[src/rtl/uart_pkg.sv]
// Definitions shared by the UART transmitter and receiver: FSM encoding,
// line levels, parity modes and small helper functions.
package uart_pkg;

  // State encoding shared with the receiver
  localparam logic [2:0] UART_ST_IDLE   = 3'd0;
  localparam logic [2:0] UART_ST_START  = 3'd1;
  localparam logic [2:0] UART_ST_DATA   = 3'd2;
  localparam logic [2:0] UART_ST_PARITY = 3'd3;
  localparam logic [2:0] UART_ST_STOP   = 3'd4;

  typedef enum logic [2:0] {
    ST_IDLE   = UART_ST_IDLE,
    ST_START  = UART_ST_START,
    ST_DATA   = UART_ST_DATA,
    ST_PARITY = UART_ST_PARITY,
    ST_STOP   = UART_ST_STOP
  } uart_state_e;

  // Line levels
  localparam logic UART_START_BIT  = 1'b0;
  localparam logic UART_STOP_BIT   = 1'b1;
  localparam logic UART_IDLE_LEVEL = 1'b1;

  // Parity modes
  localparam int UART_PARITY_NONE = 0;
  localparam int UART_PARITY_EVEN = 1;
  localparam int UART_PARITY_ODD  = 2;

  // Width of a counter that has to hold 0..n-1 (never narrower than one bit)
  function automatic int uart_cnt_width(input int n);
    return (n < 2) ? 1 : $clog2(n);
  endfunction

  // Parity over the low data_bits bits; odd mode inverts the even result
  function automatic logic uart_parity(input logic [7:0] data, input int data_bits,
                                       input int mode);
    logic p;
    p = (mode == UART_PARITY_ODD);
    for (int i = 0; i < 8; i++) begin
      p = p ^ (data[i] & (i < data_bits));
    end
    return p;
  endfunction

endpackage

[src/rtl/uart_baud_counter.sv]
// Bit-time counter: counts 0..CLKS_PER_BIT-1 and flags the last cycle of
// each bit. restart_i forces the count back to zero (the receiver restarts
// it at a half-bit offset for mid-bit sampling).
module uart_baud_counter
  import uart_pkg::*;
#(
  parameter int CLKS_PER_BIT = 434
) (
  input  logic clk,
  input  logic reset,
  input  logic restart_i,
  output logic bit_done_o
);

  localparam int CW = uart_cnt_width(CLKS_PER_BIT);
  localparam logic [CW-1:0] LAST = CW'(CLKS_PER_BIT - 1);

  logic [CW-1:0] count;
  logic [CW-1:0] count_next;

  // Next count: restart or wrap to zero, otherwise increment
  always_comb begin
    count_next = count;
    if (restart_i) begin
      count_next = '0;
    end else if (count == LAST) begin
      count_next = '0;
    end else begin
      count_next = count + CW'(1);
    end
  end

  // Count register; bit_done_o is registered and high while count == LAST
  always_ff @(posedge clk) begin
    if (reset) begin
      count      <= '0;
      bit_done_o <= 1'b0;
    end else begin
      count      <= count_next;
      bit_done_o <= (count_next == LAST);
    end
  end

endmodule

[src/rtl/uart_transmit.sv]
// UART transmitter: one-entry holding register behind a valid/ready
// handshake, feeding a frame FSM (start, data LSB first, optional parity,
// stop bits). All outputs come straight from flops.
module uart_transmit
  import uart_pkg::*;
#(
  parameter int CLKS_PER_BIT = 434,
  parameter int DATA_BITS    = 8,
  parameter int PARITY       = 0,
  parameter int STOP_BITS    = 1
) (
  input  logic       clk,
  input  logic       reset,
  input  logic [7:0] data_i,
  input  logic       data_valid_i,
  output logic       data_ready_o,
  output logic       tx_o,
  output logic       busy_o
);

  uart_state_e state;
  logic [7:0]  hold_data;
  logic        hold_full;
  logic [7:0]  shift;
  logic        parity_bit;
  logic [2:0]  bit_cnt;
  logic        bit_done;

  logic accept;
  logic last_data;
  logic last_stop;
  logic frame_end;
  logic start_frame;
  logic go_idle;
  logic hold_full_next;

  // The counter is held at zero while idle. Every other state change happens
  // on a wrap, so the count is already zero on entry to the new state.
  uart_baud_counter #(
    .CLKS_PER_BIT(CLKS_PER_BIT)
  ) u_baud (
    .clk       (clk),
    .reset     (reset),
    .restart_i (state == ST_IDLE),
    .bit_done_o(bit_done)
  );

  // Handshake and frame-sequencing decisions for this cycle
  always_comb begin
    accept      = data_valid_i && data_ready_o;
    last_data   = (bit_cnt == 3'(DATA_BITS - 1));
    last_stop   = (bit_cnt == 3'(STOP_BITS - 1));
    frame_end   = (state == ST_STOP) && bit_done && last_stop;
    start_frame = hold_full && ((state == ST_IDLE) || frame_end);
    go_idle     = frame_end && !hold_full;
    if (accept) begin
      hold_full_next = 1'b1;
    end else if (start_frame) begin
      hold_full_next = 1'b0;
    end else begin
      hold_full_next = hold_full;
    end
  end

  // Holding register, status flags and the frame FSM driving tx_o
  always_ff @(posedge clk) begin
    if (reset) begin
      state        <= ST_IDLE;
      hold_data    <= 8'h00;
      hold_full    <= 1'b0;
      shift        <= 8'h00;
      parity_bit   <= 1'b0;
      bit_cnt      <= 3'd0;
      tx_o         <= UART_IDLE_LEVEL;
      data_ready_o <= 1'b1;
      busy_o       <= 1'b0;
    end else begin
      hold_full    <= hold_full_next;
      data_ready_o <= !hold_full_next;
      busy_o       <= hold_full_next || start_frame || ((state != ST_IDLE) && !go_idle);
      if (accept) begin
        hold_data <= data_i;
      end
      if (start_frame) begin
        // From IDLE or the last stop cycle: load the next byte, no gap
        state      <= ST_START;
        tx_o       <= UART_START_BIT;
        shift      <= hold_data;
        parity_bit <= uart_parity(hold_data, DATA_BITS, PARITY);
        bit_cnt    <= 3'd0;
      end else begin
        case (state)
          ST_IDLE: begin
            tx_o <= UART_IDLE_LEVEL;
          end
          ST_START: begin
            if (bit_done) begin
              state   <= ST_DATA;
              tx_o    <= shift[0];
              shift   <= {1'b0, shift[7:1]};
              bit_cnt <= 3'd0;
            end
          end
          ST_DATA: begin
            if (bit_done) begin
              if (last_data) begin
                bit_cnt <= 3'd0;
                if (PARITY != UART_PARITY_NONE) begin
                  state <= ST_PARITY;
                  tx_o  <= parity_bit;
                end else begin
                  state <= ST_STOP;
                  tx_o  <= UART_STOP_BIT;
                end
              end else begin
                tx_o    <= shift[0];
                shift   <= {1'b0, shift[7:1]};
                bit_cnt <= bit_cnt + 3'd1;
              end
            end
          end
          ST_PARITY: begin
            if (bit_done) begin
              state   <= ST_STOP;
              tx_o    <= UART_STOP_BIT;
              bit_cnt <= 3'd0;
            end
          end
          ST_STOP: begin
            if (bit_done) begin
              if (last_stop) begin
                state   <= ST_IDLE;
                tx_o    <= UART_IDLE_LEVEL;
                bit_cnt <= 3'd0;
              end else begin
                bit_cnt <= bit_cnt + 3'd1;
              end
            end
          end
          default: begin
            state <= ST_IDLE;
            tx_o  <= UART_IDLE_LEVEL;
          end
        endcase
      end
    end
  end

endmodule

[config.mk]
export PLATFORM = sky130hd
export DESIGN_NAME = uart_transmit
export DESIGN_NICKNAME = d
export VERILOG_FILES = /design/src/rtl/uart_pkg.sv /design/src/rtl/uart_baud_counter.sv /design/src/rtl/uart_transmit.sv
export SDC_FILE = /design/constraint.sdc
export NUM_CORES = 1
export LEC_CHECK = 0
export CAP_MARGIN = 10
export CORE_UTILIZATION = 53
export CTS_BUF_LIST = sky130_fd_sc_hd__clkbuf_2 sky130_fd_sc_hd__clkbuf_4 sky130_fd_sc_hd__clkbuf_8
export CTS_CLUSTER_SIZE = 14
export DETAILED_ROUTE_END_ITERATION = 16
export GPL_ROUTABILITY_DRIVEN = 0
export PLACE_DENSITY = 0.77
export SLEW_MARGIN = 20
export SYNTH_ARGS = -nofsm -noshare
export SYNTH_HDL_FRONTEND = slang
export SYNTH_SLANG_ARGS = --single-unit
[constraint.sdc]
create_clock -name clk -period 1.6 [get_ports clk]
set_input_delay 0.24 -clock clk [delete_from_list [all_inputs] [get_ports clk]]
set_output_delay 0.24 -clock clk [all_outputs]
set_load 0.005 [all_outputs]
* Yosys cells after proc, flatten, opt, wreduce, memory -nomap -nowiden
Cells that the tools add are included.
** Word-level totals
- Logic and storage cells :: 91
- Input bits :: 11
- Register bits after elaboration :: 36
- Output and inout bits :: 3
** Cells by class
- Add/subtract/negate cells :: 2
- Reduce and logical (&&, ||, !) cells :: 24
- Mux-type cells :: 31
- Bitwise gates (word level) :: 1
- Eq/ne operators :: 22
** Operators with widths (count)
- two-way mux 3 bit :: 11
- two-way mux 8 bit :: 4
- equality test 9 bit (second input constant) :: 2
- two-way mux 9 bit :: 2
- one-hot mux 8 bit (2 select lines) :: 1
- one-hot mux 3 bit (5 select lines) :: 1
- AND reduction 7 bit :: 2
- inequality test 3 x 2 -> 1 bit (second input constant) :: 4
- two-way mux 1 bit :: 10
- inequality test 2 x 1 -> 1 bit (second input constant) :: 5
- adder 9 x 1 -> 9 bit (second input constant) :: 1
- inequality test 3 bit (second input constant) :: 3
- one-hot mux 3 bit (3 select lines) :: 1
- nonzero test 3 bit :: 3
- AND reduction 4 bit :: 2
- equality test 3 x 2 -> 1 bit (second input constant) :: 2
- equality test 3 bit (second input constant) :: 2
- logical AND 1 bit :: 6
- logical NOT 3 bit :: 2
- inequality test 2 bit (second input constant) :: 3
- AND reduction 5 bit :: 1
- one-hot mux 1 bit (4 select lines) :: 1
- OR reduction 2 bit :: 2
- adder 3 x 1 -> 3 bit (second input constant) :: 1
- other kinds (4) :: 8

* Depth between registers and ports, before layout
- Word-level depth :: 9
- Depth in mapped cells :: 8

* Modules after synthesis
A second synthesis with hierarchy kept.
** Unflattened totals
- Cell total of the unflattened synthesis :: 198
- Area, all modules :: 1774.2 um^2
** By module, submodules not included
- uart_transmit :: area each 1252.5 um^2, times used 1, seq. area each 520.5 um^2, cells an instance 142
- uart_baud_counter :: area each 521.8 um^2, times used 1, seq. area each 200.2 um^2, cells an instance 56

* Least setup slack after synthesis
Ideal clock, no wire load.
- Kind :: reg-to-reg
- Start :: register u_baud.count[0]
- End :: register u_baud.bit_done_o
- Clock period less this slack :: 1.650 ns
- Setup slack :: -0.050 ns
- Arrival :: 1.533 ns
- Cell stages (with the launch flop) :: 6
- Path buffers :: 0
- Path through :: dfxtp_1 > ha_1 > or4b_4 > o311ai_4 > a21oi_2 > o2111a_1
** Between the ends
- Word-level cells in the longest chain between the ends :: 4
- Elaborated cells on any way between the ends :: 5
** RTL lines
- from (decl) :: RTL line uart_baud_counter.sv:18 : logic [CW-1:0] count;
- from (signal assigned) :: RTL line uart_baud_counter.sv:39 : count <= count_next;
- adder 9 x 1 -> 9 bit or equality test 9 bit (tied branches) :: RTL line uart_baud_counter.sv:29, uart_baud_counter.sv:26
- two-way mux 9 bit (*) :: RTL line uart_baud_counter.sv:26 : end else if (count == LAST) begin
- two-way mux 9 bit (*) :: RTL line uart_baud_counter.sv:24 : if (restart_i) begin
- equality test 9 bit (*) :: RTL line uart_baud_counter.sv:40 : bit_done_o <= (count_next == LAST);
- to (signal assigned) :: RTL line uart_baud_counter.sv:40
- to (decl) :: RTL line uart_baud_counter.sv:12 : output logic bit_done_o
Mark *: on every way between the ends. The rest lies on a longest branch, timed or not.
A chain may end at the register's enable or synchronous reset.

* Final worst setup path
- Start :: register bit_cnt[0]
- End :: register shift[7]
** Between the ends
- Word-level cells in the longest chain between the ends :: 6
- Elaborated cells on any way between the ends :: 11
** RTL lines
- from (decl) :: RTL line uart_transmit.sv:26 : logic [2:0] bit_cnt;
- from (signal assigned) :: RTL line uart_transmit.sv:118 : bit_cnt <= bit_cnt + 3'd1;
- from (signal assigned) :: RTL line uart_transmit.sv:136 : bit_cnt <= bit_cnt + 3'd1;
- logical NOT 3 bit :: RTL line uart_transmit.sv:52 : last_stop = (bit_cnt == 3'(STOP_BITS - 1));
- logical AND 1 bit :: RTL line uart_transmit.sv:53 : frame_end = (state == ST_STOP) && bit_done && last_stop;
- logical OR 1 bit :: RTL line uart_transmit.sv:54 : start_frame = hold_full && ((state == ST_IDLE) || frame_end);
- logical AND 1 bit :: RTL line uart_transmit.sv:54
- inequality test 3 bit (no line), or another cell as far along
- AND reduction 4 bit (no line)
- to (signal assigned) :: RTL line uart_transmit.sv:88 : shift <= hold_data;
- to (signal assigned) :: RTL line uart_transmit.sv:100 : shift <= {1'b0, shift[7:1]};
- to (signal assigned) :: RTL line uart_transmit.sv:117 : shift <= {1'b0, shift[7:1]};
- to (decl) :: RTL line uart_transmit.sv:24 : logic [7:0] shift;
Several ways; a longest one is shown, not always the timed one.

==> summary.md <==
| Metric | Value |
|---|---|
| Top routing layer in use | `met4` |
| Area Growth Syn to Fin | `30.9%` |
| Count of distinct cell types in the synthesized netlist | `38` |
| Ratio of cells with drive above 1 in the final layout | `30.7%` |
| Most frequent cells in the layout | `sky130_fd_sc_hd__dfxtp_1, sky130_fd_sc_hd__nand2_1, sky130_fd_sc_hd__a21oi_1, sky130_fd_sc_hd__clkdlybuf4s50_1, sky130_fd_sc_hd__buf_4` |
| Gate Count Post-Synth | `~190` |
| Placed Area | `about 0.0019 sq mm` |
| Commonest non-fill, non-tap cell in the layout | `sky130_fd_sc_hd__dfxtp_1` |
| CTS root buffer | `sky130_fd_sc_hd__clkbuf_4` |
| Final setup margin | `-0.0734 ns` |
| Vias/cell | `around 5.7` |
| Maximum level of the CTS H-tree | `2` |
| Number of cells in the finished layout apart from fillers | `around 250` |
| Number of synthesis warnings | `0` |
| Compound-gate portion of the synthesized area | `between 15 and 20%` |
| Total Routed Length | `3530 um` |
| Filler instances | `between 150 and 200` |
| TritonCTS Buffers | `5` |
| Worst vdd ir | `around 0.00081 V` |
| Met2 wire length | `approximately 1800 um` |
| Fraction of synthesis flops using an asynchronous set or reset pin | `0%` |
| Core Util, Final | `75.4%` |
| Total placed cells including tap cells | `about 240` |
| Combinational family with the most area after synthesis | `simple AND/OR/NAND/NOR gates` |
| Count of vias placed by the detailed router | `around 1400` |
| CP peak stage delay | `0.55 ns` |
| Row count | `19` |
| Mean cell area of the mapped netlist | `just under 9 sq um` |
| Maximum fanout count along the critical path | `6` |
| Adder-cell area share of the yosys netlist | `under 10%` |
| Multi-input gate area in the final layout | `around 0.0010 sq mm` |
| Wire length of the first global-routing pass | `5880 um` |
| Unrepaired setup endpoints after global routing | `yes` |
| Count of antenna-violating nets left after detailed routing | `0` |
| Number of pins with negative max-slew slack in the final report | `0` |
| Leak pwr | `a little over 0.8 nW` |
| WP data arrival | `approximately 1.9 ns` |
| PD cells | `785 mW/mm^2` |
| CP Launch Type | `flip-flop` |
| Register bit count reported by yosys | `36` |
| Violations in the final reports | `negative setup slack` |
| 1st-pass router iterations | `4` |
| Post-Route M1 WL | `approximately 1600 um` |
| Count of final setup violators | `22` |
| Portion of netlist area occupied by mux cells | `under 10%` |
| Final clock skew | `about 0.0086 ns` |
| Critical Path RT | `1.80 ns` |
| Clock insertion delay at the later pin of the skew report | `between 0.3 and 0.4 ns` |
| IO buf count | `13` |
| Max Cap Viol | `0` |
| Number of buffers and inverters on the critical path | `2` |
| Diode insertion count for antenna repair | `0` |
| Hold/Removal Path Class | `primary input to flip-flop` |
| Sequential cell area fraction in the yosys report | `44.2%` |
| Chip Height | `roughly 57 um` |
| Max stage delay cell, worst path | `sky130_fd_sc_hd__a2111o_1` |
| Pin count of the biggest net entering global routing | `21` |
| Average wire per cell in the routed design | `between 10 and 15 um` |
| Primary FF master, synth | `sky130_fd_sc_hd__dfxtp_1` |
| Result of the run | `finished with violations` |
| Register area | `~730 sq um` |
| Pre-CTS WS | `-0.123 ns` |
| Share of the cycle needed by the critical path after routing | `105%` |
| Cell family with most CP delay | `compound AO/OA/AOI/OAI gates` |
| Sort of element at the end of the critical path | `flip-flop` |
| Starting density of the core | `between 50 and 60%` |
| Final HPWL DP | `between 2000 and 2500 um` |
| Synthesized cell area | `~0.0016 sq mm` |
| Simple-gate area share of the yosys netlist | `22.2%` |
| List of cells traversed by the critical path | `inv_2, ha_4, nand3b_1, a2111o_1, buf_6, nand3_1, a21oi_1` |
| Number of endpoints with negative hold slack in the final report | `0` |
| Achievable frequency | `about 600 MHz` |
| Fraction of synthesized cell area in xor and xnor cells | `around 2.7%` |
| Grt ovf | `0` |
| Part of the power in the clock network | `a little under a third` |
| Finished Cell Area | `~0.0021 sq mm` |
| Reg power frac | `approximately 57%` |
| Initial antenna violation count | `0` |
| Met3 WL | `roughly 69 um` |
| Number of flops mapped to enable cells by yosys | `0` |
| Minimum clock period | `1.67 ns` |
| Number of global-route vias before repair | `~1400` |
| GRT Total Usage | `approximately 23%` |
| Post-Synthesis Net Count | `204` |
| CTS tree | `yes` |
| Setup total negative slack | `-0.665 ns` |
| Residual DRC count | `0` |
| Worst setup path category | `flip-flop to flip-flop` |
| Total number of nets in the final design | `between 200 and 250` |
| Area of the die | `around 0.0033 sq mm` |
| Bufs on Longest Clock Path | `2` |
| Logic gate share of total power | `11.9%` |
| Number of DRC markers after the initial detailed-route iteration | `104` |
| Switching power | `0.393 mW` |
| Core box area | `approximately 0.0028 sq mm` |
| I/O pins | `14` |
| Actual slew at the worst max-slew pin | `about 0.43 ns` |
| Design internal power | `between 1 and 1.5 mW` |
| Die span in x | `57.5 um` |
| Number of sinks on the clock net | `36` |
| Clock transition time at the flip-flop clock pins of the worst setup and hold paths | `0.10 ns` |
| Switching part of the total power | `roughly a quarter` |
| Worst slew slack as a fraction of its limit | `between 70% and 80%` |
synthesized netlist by cell type (2+ instances only):
cell type	n	area [sq um]
sky130_fd_sc_hd__mux2i_1	7	70.1
sky130_fd_sc_hd__dfxtp_1	36	721
sky130_fd_sc_hd__nand2_1	24	90.1
sky130_fd_sc_hd__o21ai_0	6	30.0
sky130_fd_sc_hd__nor2_1	21	78.8
sky130_fd_sc_hd__inv_1	8	30.0
sky130_fd_sc_hd__xor2_1	2	17.5
sky130_fd_sc_hd__or3b_2	2	17.5
sky130_fd_sc_hd__nand2b_1	2	12.5
sky130_fd_sc_hd__nand4_1	2	12.5
sky130_fd_sc_hd__clkbuf_1	6	22.5
sky130_fd_sc_hd__o211ai_1	2	15.0
sky130_fd_sc_hd__xnor2_1	3	26.3
sky130_fd_sc_hd__ha_1	5	62.6
sky130_fd_sc_hd__a21oi_1	19	95.1
sky130_fd_sc_hd__or3_1	3	18.8
sky130_fd_sc_hd__nor4_1	2	12.5
sky130_fd_sc_hd__a211oi_1	7	52.6
sky130_fd_sc_hd__nor2b_1	6	37.5
sky130_fd_sc_hd__nand3_1	7	35.0
registers in the layout (all words and copies together), names as in the netlist:
signal,cells
u_baud.count,9
hold_data,8
shift,8
bit_cnt,3
state,3
busy_o,1
data_ready_o,1
hold_full,1
tx_o,1
u_baud.bit_done_o,1
cell families (layout without fill, tap and decap cells):
| kind of cell | count (synthesis) | after routing |
|---|---|---|
| AOI/OAI and AO/OA | 44 | 45 |
| xor gates and xnor gates | 5 | 5 |
| adders and majority gates | 5 | 5 |
| buffers and inverters | 16 | 45 |
| DFF | 36 | 36 |
| muxes | 7 | 7 |
| and+or+nand+nor | 75 | 75 |
routing by layer:
metal	global-route usage [%]	vias to the layer above
li1	-	714
met1	28.7	673
met2	39.0	17
met3	4.99	4
met4	8.36	0
met5	0	-
per-stage QoR:
stage               power (mW)  hold slack [ns]
finish                    1.67            0.462
global route              1.74            0.452
CTS                       1.67            0.449
detailed placement        1.13            0.450
global placement          1.12            0.444
floorplan                 1.06            0.376
final cells by class:
class | count | share of cell area, %
Sequential cell | 36 | 34.1
Multi-Input combinational cell | 137 | 47.1
Tap cell | 31 | 1.82
Timing Repair Buffer | 29 | 12.4
Clock buffer | 8 | 3.11
Inverter | 8 | 1.41
tightest hold or removal path, delay by kind of cell:
kind | cells | cell delay, ns
AOI/OAI and AO/OA | 1 | 0.05
buffers and inverters | 1 | 0.40
and+or+nand+nor | 1 | 0.06
power by group through the flow:
stage                     clock network (mW)  registers, mW  logic (mW)
after floorplan                            0          0.969      0.0956
after global placement                     0          0.973       0.149
after detailed placement                   0          0.975       0.156
after CTS                              0.537          0.955       0.181
after global routing                   0.555          0.962       0.219
final                                  0.517          0.958       0.200
what timing repair did:
action | 4_1_cts | 5_1_grt
hold buffers | 0 | 0
hold endpoints to repair | 0 | 0
setup endpoints to repair | 18 | 24
pin swaps | 3 | 10
buffers inserted | 0 | 2
gates cloned | 1 | 1
resized for setup | 27 | 23
worst paths after layout:
check / cells after the start / slack [ns] / end / startpoint
worst min register to register: 1 / 0.47 / u_baud.count[0] / u_baud.count[0]
worst min-delay path: 3 / 0.46 / hold_data[1] / data_i[1]
worst max register to register: 7 / -0.07 / shift[7] / bit_cnt[0]
worst max-delay path: 7 / -0.07 / shift[7] / bit_cnt[0]
(Power assumes the default switching activity.)
